### config.mk
export PLATFORM = sky130hd
export DESIGN_NAME = lsu_bus_adapter
export DESIGN_NICKNAME = d
export VERILOG_FILES = /design/src/rtl/lsu_bus_adapter.sv
export SDC_FILE = /design/constraint.sdc
export NUM_CORES = 1
export LEC_CHECK = 0
export BUFFER_PORTS_ARGS = -buffer_cell sky130_fd_sc_hd__buf_2
export CORE_MARGIN = 2
export CORE_UTILIZATION = 50
export CTS_CLUSTER_DIAMETER = 150
export CTS_CLUSTER_SIZE = 40
export DETAILED_ROUTE_END_ITERATION = 12
export HOLD_SLACK_MARGIN = 0.06
export PLACE_DENSITY = 0.85
export REMOVE_ABC_BUFFERS = 1
export SYNTH_ARGS = -nofsm -noshare
export SYNTH_HDL_FRONTEND = slang
export SYNTH_SLANG_ARGS = --single-unit
### constraint.sdc
create_clock -name clk -period 2.3 [get_ports clk]
set_input_delay 0.46 -clock clk [delete_from_list [all_inputs] [get_ports clk]]
set_output_delay 0.46 -clock clk [all_outputs]
set_load 0.05 [all_outputs]
### src/rtl/lsu_bus_adapter.sv
// Load/store adapter: turns an EX-stage memory request into a valid/ready bus
// transaction with lane alignment, load extension, error detection and timeout.
module lsu_bus_adapter #(
  parameter int ADDR_W      = 32,
  parameter int XLEN        = 32,
  parameter int TIMEOUT_CYC = 255
) (
  input  logic                  clk,
  input  logic                  rst,
  input  logic                  req_valid_i,
  input  logic                  req_we_i,
  input  logic [ADDR_W-1:0]     req_addr_i,
  input  logic [XLEN-1:0]       req_wdata_i,
  input  logic [2:0]            req_size_i,
  output logic                  hold_o,
  output logic                  resp_valid_o,
  output logic [XLEN-1:0]       resp_rdata_o,
  output logic                  err_o,
  output logic                  bus_req_o,
  output logic                  bus_we_o,
  output logic [ADDR_W-1:0]     bus_addr_o,
  output logic [XLEN/8-1:0]     bus_be_o,
  output logic [XLEN-1:0]       bus_wdata_o,
  input  logic                  bus_ready_i,
  input  logic                  bus_rvalid_i,
  input  logic [XLEN-1:0]       bus_rdata_i
);

  localparam int LANES   = XLEN / 8;
  localparam int OFF_W   = $clog2(LANES);
  localparam int CNT_W   = (TIMEOUT_CYC > 1) ? $clog2(TIMEOUT_CYC) : 1;
  localparam int TO_LAST = (TIMEOUT_CYC > 0) ? TIMEOUT_CYC - 1 : 0;
  localparam bit TO_EN   = (TIMEOUT_CYC > 0);

  typedef enum logic [1:0] {S_IDLE, S_REQ, S_WAIT_R, S_DONE} state_e;

  function automatic logic size_legal(input logic [2:0] size);
    logic ok;
    case (size)
      3'b000, 3'b001, 3'b010, 3'b100, 3'b101: ok = 1'b1;
      3'b011, 3'b110:                         ok = (XLEN == 64);
      default:                                ok = 1'b0;
    endcase
    return ok;
  endfunction

  function automatic logic misaligned(input logic [2:0] size, input logic [2:0] lo);
    logic m;
    case (size[1:0])
      2'b01:   m = lo[0];
      2'b10:   m = |lo[1:0];
      2'b11:   m = |lo;
      default: m = 1'b0;
    endcase
    return m;
  endfunction

  function automatic logic [LANES-1:0] byte_en(input logic [2:0] size, input logic [OFF_W-1:0] off);
    logic [LANES-1:0] be;
    case (size[1:0])
      2'b00:   be = LANES'(1'b1) << off;
      2'b01:   be = LANES'(2'b11) << off;
      2'b10:   be = LANES'(4'hF) << off;
      default: be = {LANES{1'b1}};
    endcase
    return be;
  endfunction

  // Store data is right-aligned; copying it into every lane lets the bus pick any lane by be.
  function automatic logic [XLEN-1:0] lane_replicate(input logic [2:0] size, input logic [XLEN-1:0] d);
    logic [XLEN-1:0] r;
    r = {XLEN{1'b0}};
    for (int i = 0; i < LANES; i++) begin
      case (size[1:0])
        2'b00:   r[8*i +: 8] = d[7:0];
        2'b01:   r[8*i +: 8] = d[8*(i%2) +: 8];
        2'b10:   r[8*i +: 8] = d[8*(i%4) +: 8];
        default: r[8*i +: 8] = d[8*i +: 8];
      endcase
    end
    return r;
  endfunction

  function automatic logic [XLEN-1:0] load_extract(input logic [2:0] size, input logic [OFF_W-1:0] off,
                                                   input logic [XLEN-1:0] rdata);
    logic [XLEN-1:0] sh;
    logic [XLEN-1:0] mask;
    logic            sign;
    sh = rdata >> {off, 3'b000};
    case (size[1:0])
      2'b00:   begin mask = XLEN'(8'hFF);         sign = sh[7];      end
      2'b01:   begin mask = XLEN'(16'hFFFF);      sign = sh[15];     end
      2'b10:   begin mask = XLEN'(32'hFFFF_FFFF); sign = sh[31];     end
      default: begin mask = {XLEN{1'b1}};         sign = sh[XLEN-1]; end
    endcase
    return (sh & mask) | ((~size[2] & sign) ? ~mask : {XLEN{1'b0}});
  endfunction

  state_e            state_q, state_d;
  logic              we_q, we_d;
  logic [2:0]        size_q, size_d;
  logic [OFF_W-1:0]  off_q, off_d;
  logic [ADDR_W-1:0] baddr_q, baddr_d;
  logic [LANES-1:0]  be_q, be_d;
  logic [XLEN-1:0]   bwdata_q, bwdata_d;
  logic              err_q, err_d;
  logic [XLEN-1:0]   rdata_q, rdata_d;
  logic [CNT_W-1:0]  cnt_q, cnt_d;

  logic              timeout_s;
  logic [XLEN-1:0]   ext_s;

  assign timeout_s = TO_EN && (cnt_q == CNT_W'(TO_LAST));
  assign ext_s     = load_extract(size_q, off_q, bus_rdata_i);

  // Next-state and capture logic; completion beats timeout in the same cycle.
  always_comb begin
    state_d  = state_q;
    we_d     = we_q;
    size_d   = size_q;
    off_d    = off_q;
    baddr_d  = baddr_q;
    be_d     = be_q;
    bwdata_d = bwdata_q;
    err_d    = err_q;
    rdata_d  = rdata_q;
    cnt_d    = cnt_q + CNT_W'(1'b1);
    case (state_q)
      S_IDLE: begin
        cnt_d = {CNT_W{1'b0}};
        if (req_valid_i) begin
          we_d     = req_we_i;
          size_d   = req_size_i;
          off_d    = req_addr_i[OFF_W-1:0];
          baddr_d  = {req_addr_i[ADDR_W-1:OFF_W], {OFF_W{1'b0}}};
          be_d     = byte_en(req_size_i, req_addr_i[OFF_W-1:0]);
          bwdata_d = lane_replicate(req_size_i, req_wdata_i);
          rdata_d  = {XLEN{1'b0}};
          err_d    = ~size_legal(req_size_i) | misaligned(req_size_i, req_addr_i[2:0]);
          state_d  = (~size_legal(req_size_i) | misaligned(req_size_i, req_addr_i[2:0])) ? S_DONE : S_REQ;
        end else begin
          state_d = S_IDLE;
        end
      end
      S_REQ: begin
        if (bus_ready_i && we_q) begin
          state_d = S_DONE;
        end else if (bus_ready_i && bus_rvalid_i) begin
          rdata_d = ext_s;
          state_d = S_DONE;
        end else if (timeout_s) begin
          err_d   = 1'b1;
          state_d = S_DONE;
        end else if (bus_ready_i) begin
          state_d = S_WAIT_R;
        end else begin
          state_d = S_REQ;
        end
      end
      S_WAIT_R: begin
        if (bus_rvalid_i) begin
          rdata_d = ext_s;
          state_d = S_DONE;
        end else if (timeout_s) begin
          err_d   = 1'b1;
          state_d = S_DONE;
        end else begin
          state_d = S_WAIT_R;
        end
      end
      S_DONE:  state_d = S_IDLE;
      default: state_d = S_IDLE;
    endcase
  end

  // State and captured-request registers with synchronous active-low reset.
  always_ff @(posedge clk) begin
    if (!rst) begin
      state_q  <= S_IDLE;
      we_q     <= 1'b0;
      size_q   <= 3'b000;
      off_q    <= {OFF_W{1'b0}};
      baddr_q  <= {ADDR_W{1'b0}};
      be_q     <= {LANES{1'b0}};
      bwdata_q <= {XLEN{1'b0}};
      err_q    <= 1'b0;
      rdata_q  <= {XLEN{1'b0}};
      cnt_q    <= {CNT_W{1'b0}};
    end else begin
      state_q  <= state_d;
      we_q     <= we_d;
      size_q   <= size_d;
      off_q    <= off_d;
      baddr_q  <= baddr_d;
      be_q     <= be_d;
      bwdata_q <= bwdata_d;
      err_q    <= err_d;
      rdata_q  <= rdata_d;
      cnt_q    <= cnt_d;
    end
  end

  assign hold_o       = ((state_q == S_IDLE) && req_valid_i) || (state_q == S_REQ) || (state_q == S_WAIT_R);
  assign resp_valid_o = (state_q == S_DONE);
  assign err_o        = (state_q == S_DONE) && err_q;
  assign resp_rdata_o = (state_q == S_DONE) ? rdata_q : {XLEN{1'b0}};
  assign bus_req_o    = (state_q == S_REQ);
  assign bus_we_o     = (state_q == S_REQ) && we_q;
  assign bus_addr_o   = (state_q == S_REQ) ? baddr_q : {ADDR_W{1'b0}};
  assign bus_be_o     = (state_q == S_REQ) ? be_q : {LANES{1'b0}};
  assign bus_wdata_o  = (state_q == S_REQ) ? bwdata_q : {XLEN{1'b0}};

endmodule

==> results.toml, run 1 <==
[global_routing]
antenna_found_initial = 0
grt_util_all_layers_pct = 25.4
grt_start_max_net_pins = 73
grt_pass1_vias = 5548
grt_pass1_wl_mm = 26.6
overflow = 0

[detailed_routing]
vias_per_cell = 5.44
drc_errors = 0
first_pass_iters = 4
drt_iter0_drc = 418
drt-wirelength-per-cell_microns = 15.0
wl_mm = 16.4
ant_nets = 0
vias = 5926

[yosys]
yosys_warnings = 0
synth_edf_count = 0
synth-main-ff-cell = "dfxtp_1"
synth.avg_cell_area_sq_um = 8.02
synthTopCellsByArea = "dfxtp_1 (38%), and2_1 (10%), nand2_1 (8.2%)"
synth_top_cell_area_share_pct = 38.2
synthCells = 752
async_reset_ff_share_pct = 0
ys_seq_area_share_pct = 38.2
ys_seq_elements = 115
syn_area_sq_um = 6030
synth.distinct_cells = 52
synth_area_leader_cell = "dfxtp_1"

[sta]
min_period_ps = 2200
finClkSkew_ps = 7.76
worst_pin_slew_ps = 548
whs_ps = 296
rsz0062_at_grt = "false"
fin_setup_tns_ps = 0
finalHoldViolCount = 0
min_period_over_period_pct = 95.7
slew_violations = 0
timing.fmax_mhz = 454
setup_violations = 0
slew_headroom_pct = 63.4

[worst_setup_path]
crit_chain = "inv_1 > ha_2 > buf_12 > and2_1 > buf_2"
cpPeakStageDelay_ps = 330
worst_path_max_delay_cell = "dfxtp_1"
endpoint_kind = "output port"
crit_path_max_fanout = 72
start_kind = "flip-flop"
critPathRequiredTime_ps = 1840
cp-startpoint = "state_q[1]"
reg2reg_slack_ps = 160
r2r_start = "state_q[0]"
crit_arrival_ps = 1740
worst-setup-path-type = "flip-flop to output port"

[floorplanning]
die_h_microns = 114
io_pins = 210
dieArea_sq_um = 13000
die_x_microns = 114
fp-row-count = 40
core_sq_um = 11900
start_util_pct = 50.6

[power]
peakVddDrop_mv = 0.641
total_power_uw = 6380
power_density_nw_per_um2 = 827
leakagePower_uw = 0.00345

[clocking]
cts_hold_buf = 0
cts.path.max_buffers = 2
htree_num_levels = 4
cts_resized = 1
clkTransAtPathRegs_ps = 50
post_cts_buffers = 0
clock_sinks = 115
clock-root-buffer = "clkbuf_16"
tritoncts = "built"
numCtsBuffers = 17
worstSkewPairLatency_ps = 400

[finish]
drive_gt1_share_pct = 29.6
final_nets = 1051
fillers = 1064
areaGrowthSynthToFinish_pct = 27.8
diodes = 0

[place]
numPortBuffers = 207
place_congestion = 0.872
hpwl_mm = 11.2

[hold_path]
hp-start = "req_addr_i[20]"
hp-class = "input pin to flip-flop"

[flow_run]
max-cap-violations = 0

[outcome]
status = "finished, final reports clean"
state kept, by name, indices dropped and copies added, names as in the netlist:
name      flops
cnt_q         8
bwdata_q     32
err_q         1
size_q        3
we_q          1
off_q         2
baddr_q      30
state_q       2
be_q          4
rdata_q      32
where the power goes:
group	internal [uW]	leakage, uW	switching, uW
clock	1600	0.000273	846
combinational	541	0.00224	1030
sequential	2230	0.000944	129
total	4370	0.00345	2000
placed cells by master (no fill, tap or decap), types with 2 or more instances in the layout:
cell	instances
a21oi_1	79
a22oi_1	9
a311oi_1	31
and2_1	100
buf_12	4
buf_2	207
buf_4	17
clkbuf_16	17
clkbuf_8	5
clkinv_2	3
conb_1	2
dfxtp_1	115
ha_1	11
inv_1	6
mux2_2	8
mux2i_1	32
nand2_1	130
nand2b_1	5
nand3_1	3
nand3b_1	10
nand4_1	11
nor2_1	38
nor2b_1	2
nor3_1	5
o21ai_0	46
o22ai_1	8
xor2_1	5
metrics by stage:
stage / utilization (%) / setup WS [ps] / cell area (sq um) / instances
2_1_floorplan: - / -480 / 5710 / 687
3_3_place_gp: 60.0 / 278 / 7150 / 1062
3_5_place_dp: 60.0 / 209 / 7150 / 1062
4_1_cts: 64.6 / 72.6 / 7700 / 1090
5_1_grt: 64.7 / 0.465 / 7700 / 1090
6_report: 64.7 / 98.5 / 7700 / 1090
final timing paths:
path	cells past startpoint	to
setup reg to reg	6	rdata_q[27]
hold / removal	3	baddr_q[20]
hold reg to reg	2	baddr_q[8]
setup / recovery	5	bus_addr_o[24]
per-layer routing:
layer  vias up  part of all wire [%]  global-route usage (%)
li1       2952                     -                       -
met1      2746                    43                    31.7
met3        29                   6.8                    7.39
met4         0                   1.8                    8.54
met5         -                     0                       0
met2       199                    49                    42.2
logic make-up (layout without fill, tap and decap cells):
group / count (synthesis) / after routing / synth area share, %
flip-flops: 115 / 115 / 38.2
XOR/XNOR: 6 / 6 / 0.872
buffers and inverters: 73 / 263 / 5.75
adder cells (fa/ha/maj): 12 / 12 / 2.49
other: 1 / 2 / 0.0622
AND/OR/NAND/NOR: 317 / 317 / 26.5
multiplexers: 41 / 41 / 7.03
AO/OA/AOI/OAI: 187 / 187 / 19.1
synthesized netlist by cell type, types with 2 or more instances:
library cell / instances
nand2_1: 131
dfxtp_1: 115
and2_1: 101
a21oi_1: 79
o21ai_0: 46
clkbuf_1: 41
nor2_1: 39
mux2i_1: 32
a311oi_1: 31
buf_2: 16
ha_1: 12
nand4_1: 11
nand3b_1: 10
a22oi_1: 9
mux2_2: 8
o22ai_1: 8
inv_1: 7
buf_6: 6
nand2b_1: 5
nor3_1: 5
xor2_1: 5
nand3_1: 3
buf_4: 2
nor2b_1: 2
worst max-delay path: cells and delay by family, from the launching register on:
kind | cells | cell delay (ps)
buffers and inverters | 3 | 590
adders and majority gates | 1 | 210
and+or+nand+nor | 1 | 180
DFF | 1 | 330
layout make-up:
class	instances	area [sq um]	area share (%)
clock inverters	5	52.6	0.682
repair buffers	228	1240	16.1
multi-input cells	565	3400	44.1
clock buffers	23	498	6.46
flip-flops and latches	115	2300	29.9
inverters	7	26.3	0.341
well taps	147	184	2.39
No activity file was read; power rests on OpenSTA's default activity.
==> run 2, diff against run 1 <==
CORE_UTILIZATION = 46   (was 50)
PLACE_DENSITY = 0.82   (was 0.85)
SLEW_MARGIN = 10   (was not set)
clock period = 1.97 ns   (was 2.3 ns; I/O delays follow)
==> run 2 against run 1 <==
Effect of this change:
- the run now ends with setup timing left
- via count rose by 7.0%
- clock power is 38% higher
- global-route usage fell by 0.22 points
- total power increased by 33%
- critical endpoint is now resp_rdata_o[12]
- largest power group unchanged
==> results.toml, run 2 (synthesis results as in run 1) <==
[floorplanning]
io_pins = 210
start_util_pct = 47.4
dieArea_sq_um = 14000
die_x_microns = 118
fp-row-count = 41
die_h_microns = 118
core_sq_um = 12700

[clocking]
tritoncts = "built"
clkTransAtPathRegs_ps = 50
numCtsBuffers = 17
htree_num_levels = 4
cts.path.max_buffers = 2
cts_hold_buf = 0
clock_sinks = 115
worstSkewPairLatency_ps = 410
clock-root-buffer = "clkbuf_16"

[finish]
layout_commonest_cell = "nand2_1"
final_area_sq_um = 9120
areaGrowthSynthToFinish_pct = 51.3
final_nets = 1068
stdcell_count = 1137
drive_gt1_share_pct = 38.8
largest_registers = "bwdata_q (32), rdata_q (32), baddr_q (30)"
layout_common_cells = "nand2_1 (129), buf_2 (120), dfxtp_1 (113), a21oi_1 (79), and2_4 (66)"
fillers = 924

[global_routing]
overflow = 0
antenna_found_initial = 1
grt_start_max_net_pins = 86
met2_usage_pct = 42.2
met3_usage_pct = 6.47
grt_pass1_vias = 5967
busiest_layer = "met2"
grt_use_met1_pct = 29.5
grt_util_all_layers_pct = 25.2
grt_pass1_wl_mm = 28.8

[worst_setup_path]
endpoint_kind = "output port"
crit_path_max_fanout = 10
start_kind = "flip-flop"
reg2reg_slack_ps = 50
crit_arrival_ps = 1610
critPathRequiredTime_ps = 1580
r2r_end = "rdata_q[25]"
worst-setup-path-type = "flip-flop to output port"
ff2ff_path_depth = 6
r2r_start = "state_q[0]"

[hold_path]
hold_depth = 3
holdPathEnd = "baddr_q[4]"
hp-start = "req_addr_i[4]"
hp-class = "input pin to flip-flop"

[detailed_routing]
vias_per_cell = 5.58
drt_iter0_drc = 451
wl_mm = 19.8
drt-wirelength-per-cell_microns = 17.4
first_pass_iters = 7
vias = 6343
ant_nets = 0
drc_errors = 0

[sta]
min_period_over_period_pct = 102
fin_setup_tns_ps = -383
setup_violations = 24
finalHoldViolCount = 0
postLayoutSetupSlackWorst_ps = -35.6
timing.fmax_mhz = 499
slew_headroom_pct = 61.8
finClkSkew_ps = 8.49
rsz0062_at_grt = "true"
slew_violations = 0
worst_pin_slew_ps = 571
min_period_ps = 2010

[outcome]
status = "finished with violations"
violations = "setup timing"

[power]
peakVddDrop_mv = 0.816
power_density_nw_per_um2 = 930
leakagePower_uw = 0.00386

[place]
place_area_sq_um = 7230
dp.cells = 1091
numPortBuffers = 207
hpwl_mm = 11.5
place_congestion = 0.889

[flow_run]
max-cap-violations = 0
[run 2: metal layers]
metal / wire, microns / vias up
li1: - / 2993
met1: 7710 / 2964
met2: 9810 / 306
met3: 1350 / 80
met4: 925 / 0
met5: 0 / -
[run 2: worst max-delay path by stage]
stage | startpoint | to | slack, ps | cells after the start
2_1_floorplan | state_q[1] | rdata_q[10] | -810 | 6
3_3_place_gp | state_q[1] | rdata_q[29] | 90 | 6
3_5_place_dp | state_q[0] | rdata_q[28] | 30 | 6
4_1_cts | state_q[1] | bus_addr_o[6] | -20 | 6
5_1_grt | state_q[1] | resp_rdata_o[3] | -70 | 5
6_report | state_q[1] | resp_rdata_o[12] | -40 | 5
[run 2: worst max-delay path: stages (launching register included)]
cell     delay [ps]
dfxtp_2         340
buf_4           120
ha_4            240
buf_12          150
and2_1          170
buf_6           170
[run 2: per-stage QoR]
stage	hold slack (ps)	setup slack, ps	total power [uW]	utilization, %
floorplan	432	-810	4000	-
global placement	437	85.9	4610	56.9
finish	225	-35.6	8490	71.7
global route	222	-65.1	8820	71.7
CTS	216	-17.3	8250	67.2
detailed placement	443	26.1	4650	56.9
[run 2: what timing repair did]
| action | CTS | global route |
|---|---|---|
| setup endpoints to repair | 119 | 109 |
| resized for setup | 187 | 130 |
| gates cloned | 2 | 5 |
| pin swaps | 2 | 28 |
| buffers inserted | 4 | 2 |
[run 2: final cells by class]
type | instances | area (sq um) | area share (%)
sequential | 115 | 2310 | 25.3
tap | 172 | 215 | 2.36
multi-input combinational | 565 | 3620 | 39.7
clock buffer | 23 | 508 | 5.57
clock inverter | 9 | 148 | 1.62
inverter | 7 | 26.3 | 0.288
timing repair buffer | 245 | 2290 | 25.2
antenna | 1 | 2.50 | 0.0274
[run 2: where the power goes]
group / leakage (uW) / switching (uW) / internal, uW
registers: 0.000945 / 163 / 2610
clock network: 0.000325 / 1050 / 2310
logic: 0.00259 / 1370 / 975
==> run 3, diff against run 2 <==
TNS_END_PERCENT = 10   (was not set)
==> run 3 against run 2 <==
Effect of this change:
- the run still ends with setup timing left
- clock power about the same
- critical path depth is 1 higher
- largest cell class unchanged
- largest power group unchanged
- global-route usage up 0.10 points
- cell count shrank 0.44%
- critical path type unchanged
- sequential share of layout area up 0.81 points
==> results.toml, run 3 (synthesis results as in run 1) <==
[global_routing]
grt_util_all_layers_pct = 25.3
busiest_layer = "met2"
overflow = 0
met2_usage_pct = 42.5
grt_pass1_vias = 5987
met3_usage_pct = 6.85
antenna_found_initial = 1
grt_start_max_net_pins = 86
grt_pass1_wl_mm = 28.8
grt_use_met1_pct = 29.2

[finish]
fillers = 990
layout_common_cells = "nand2_1 (129), buf_2 (121), dfxtp_1 (113), a21oi_1 (79), buf_6 (79)"
layout_commonest_cell = "nand2_1"
largest_registers = "bwdata_q (32), rdata_q (32), baddr_q (30)"
final_nets = 1063
areaGrowthSynthToFinish_pct = 46.6
stdcell_count = 1132
drive_gt1_share_pct = 37.2

[clocking]
numCtsBuffers = 17
clkTransAtPathRegs_ps = 50
cts.path.max_buffers = 2
worstSkewPairLatency_ps = 410
clock_sinks = 115
htree_num_levels = 4
clock-root-buffer = "clkbuf_16"
tritoncts = "built"

[floorplanning]
dieArea_sq_um = 14000
die_h_microns = 118
die_x_microns = 118
fp-row-count = 41
start_util_pct = 47.4
io_pins = 210
core_sq_um = 12700

[hold_path]
holdPathEnd = "baddr_q[4]"
hold_depth = 3
hp-class = "input pin to flip-flop"
hp-start = "req_addr_i[4]"

[sta]
postLayoutSetupSlackWorst_ps = -24.8
fin_setup_tns_ps = -122
slew_headroom_pct = 60.8
timing.fmax_mhz = 501
slew_violations = 0
worst_pin_slew_ps = 586
rsz0062_at_grt = "true"
min_period_ps = 1990
setup_violations = 17
finalHoldViolCount = 0
finClkSkew_ps = 8.84
whs_ps = 223
min_period_over_period_pct = 101

[place]
hpwl_mm = 11.5
place_congestion = 0.889
numPortBuffers = 207
dp.cells = 1091

[power]
peakVddDrop_mv = 0.819
power_density_nw_per_um2 = 950
p_sw_share_pct = 30.6
leakagePower_uw = 0.00376
p_clk_share_pct = 40.3
total_power_uw = 8390
pwr-share-comb_pct = 26.7
p_int_uw = 5820
power_frac_seq_pct = 33.0
power_switching_uw = 2570

[worst_setup_path]
start_kind = "flip-flop"
crit_path_frequent_cell = "buf_6"
timing.critical_path.buf_inv = 4
worst-setup-path-type = "flip-flop to output port"
endpoint_kind = "output port"
cp-startpoint = "state_q[1]"
r2r_end = "rdata_q[24]"
r2r_start = "state_q[0]"
cp_top_family = "buffers and inverters"
reg2reg_slack_ps = 80
critPathRequiredTime_ps = 1580
crit_arrival_ps = 1600
crit_path_max_fanout = 14
cpPeakStageDelay_ps = 320
worst_path_max_delay_cell = "dfxtp_2"
ff2ff_path_depth = 6
crit_chain = "inv_2 > ha_4 > buf_6 > buf_12 > and2_1 > buf_6"

[detailed_routing]
drt-wirelength-per-cell_microns = 16.7
first_pass_iters = 5
wl_mm = 19.0
ant_nets = 0
vias_per_cell = 5.50
drc_errors = 0
vias = 6228
drt_iter0_drc = 389

[flow_run]
max-cap-violations = 0

[outcome]
violations = "setup timing"
status = "finished with violations"
-- run 3: cell count changes in the layout (fill, tap and decap cells not counted), sizes merged --
cell,delta
clkbuf,-4
buf,-1
-- run 3: power groups by stage --
stage	Sequential (uW)	Clock, uW	Combinational (uW)
2_1_floorplan	2770	0	1230
3_3_place_gp	2790	0	1830
3_5_place_dp	2790	0	1860
4_1_cts	2750	3400	2080
5_1_grt	2800	3510	2410
6_report	2770	3380	2240
-- run 3: worst max path at each step --
stage                      to  slack [ps]  cells after the start
2_1_floorplan     rdata_q[10]        -810                      6
3_3_place_gp      rdata_q[29]          90                      6
3_5_place_dp      rdata_q[28]          30                      6
4_1_cts        bus_wdata_o[2]         -30                      5
5_1_grt           rdata_q[15]         -70                      8
6_report       bus_wdata_o[1]         -20                      6
-- run 3: worst reg2reg max path: stages (launching register included) --
cell	delay, ps
dfxtp_4	380
inv_1	70
ha_1	210
and2b_1	220
or3_4	380
nor2_8	310
a311oi_1	180
-- run 3: metrics by stage --
step	instance area, sq um	util (%)	worst slack, ps
after detailed placement	7230	56.9	26.1
after floorplan	5710	-	-810
after CTS	8500	66.8	-31.1
after global routing	8840	69.5	-72.8
after global placement	7230	56.9	85.9
final	8840	69.5	-24.8
-- run 3: metal layers --
layer,part of all wire (%),wire [microns]
met4,4.1,786
met1,40,7550
met2,49,9300
met3,6.9,1310
met5,0,0
-- run 3: layout make-up --
cell class                 instances  area (sq um)  share of cell area (%)
multi-input combinational        565          3580                    40.6
sequential                       115          2310                    26.1
timing repair buffer             240          2050                    23.2
clock buffer                      23           508                    5.75
tap                              172           215                    2.43
clock inverter                     9           148                    1.67
inverter                           7          26.3                   0.297
antenna                            1          2.50                  0.0283
-- run 3: what timing repair did --
item / in CTS / in global routing
buffers inserted: 4 / 0
pin swaps: 1 / 12
hold buffers: 0 / 0
endpoints found under the setup margin: 119 / 109
resized for setup: 169 / 93
cloned: 2 / 2
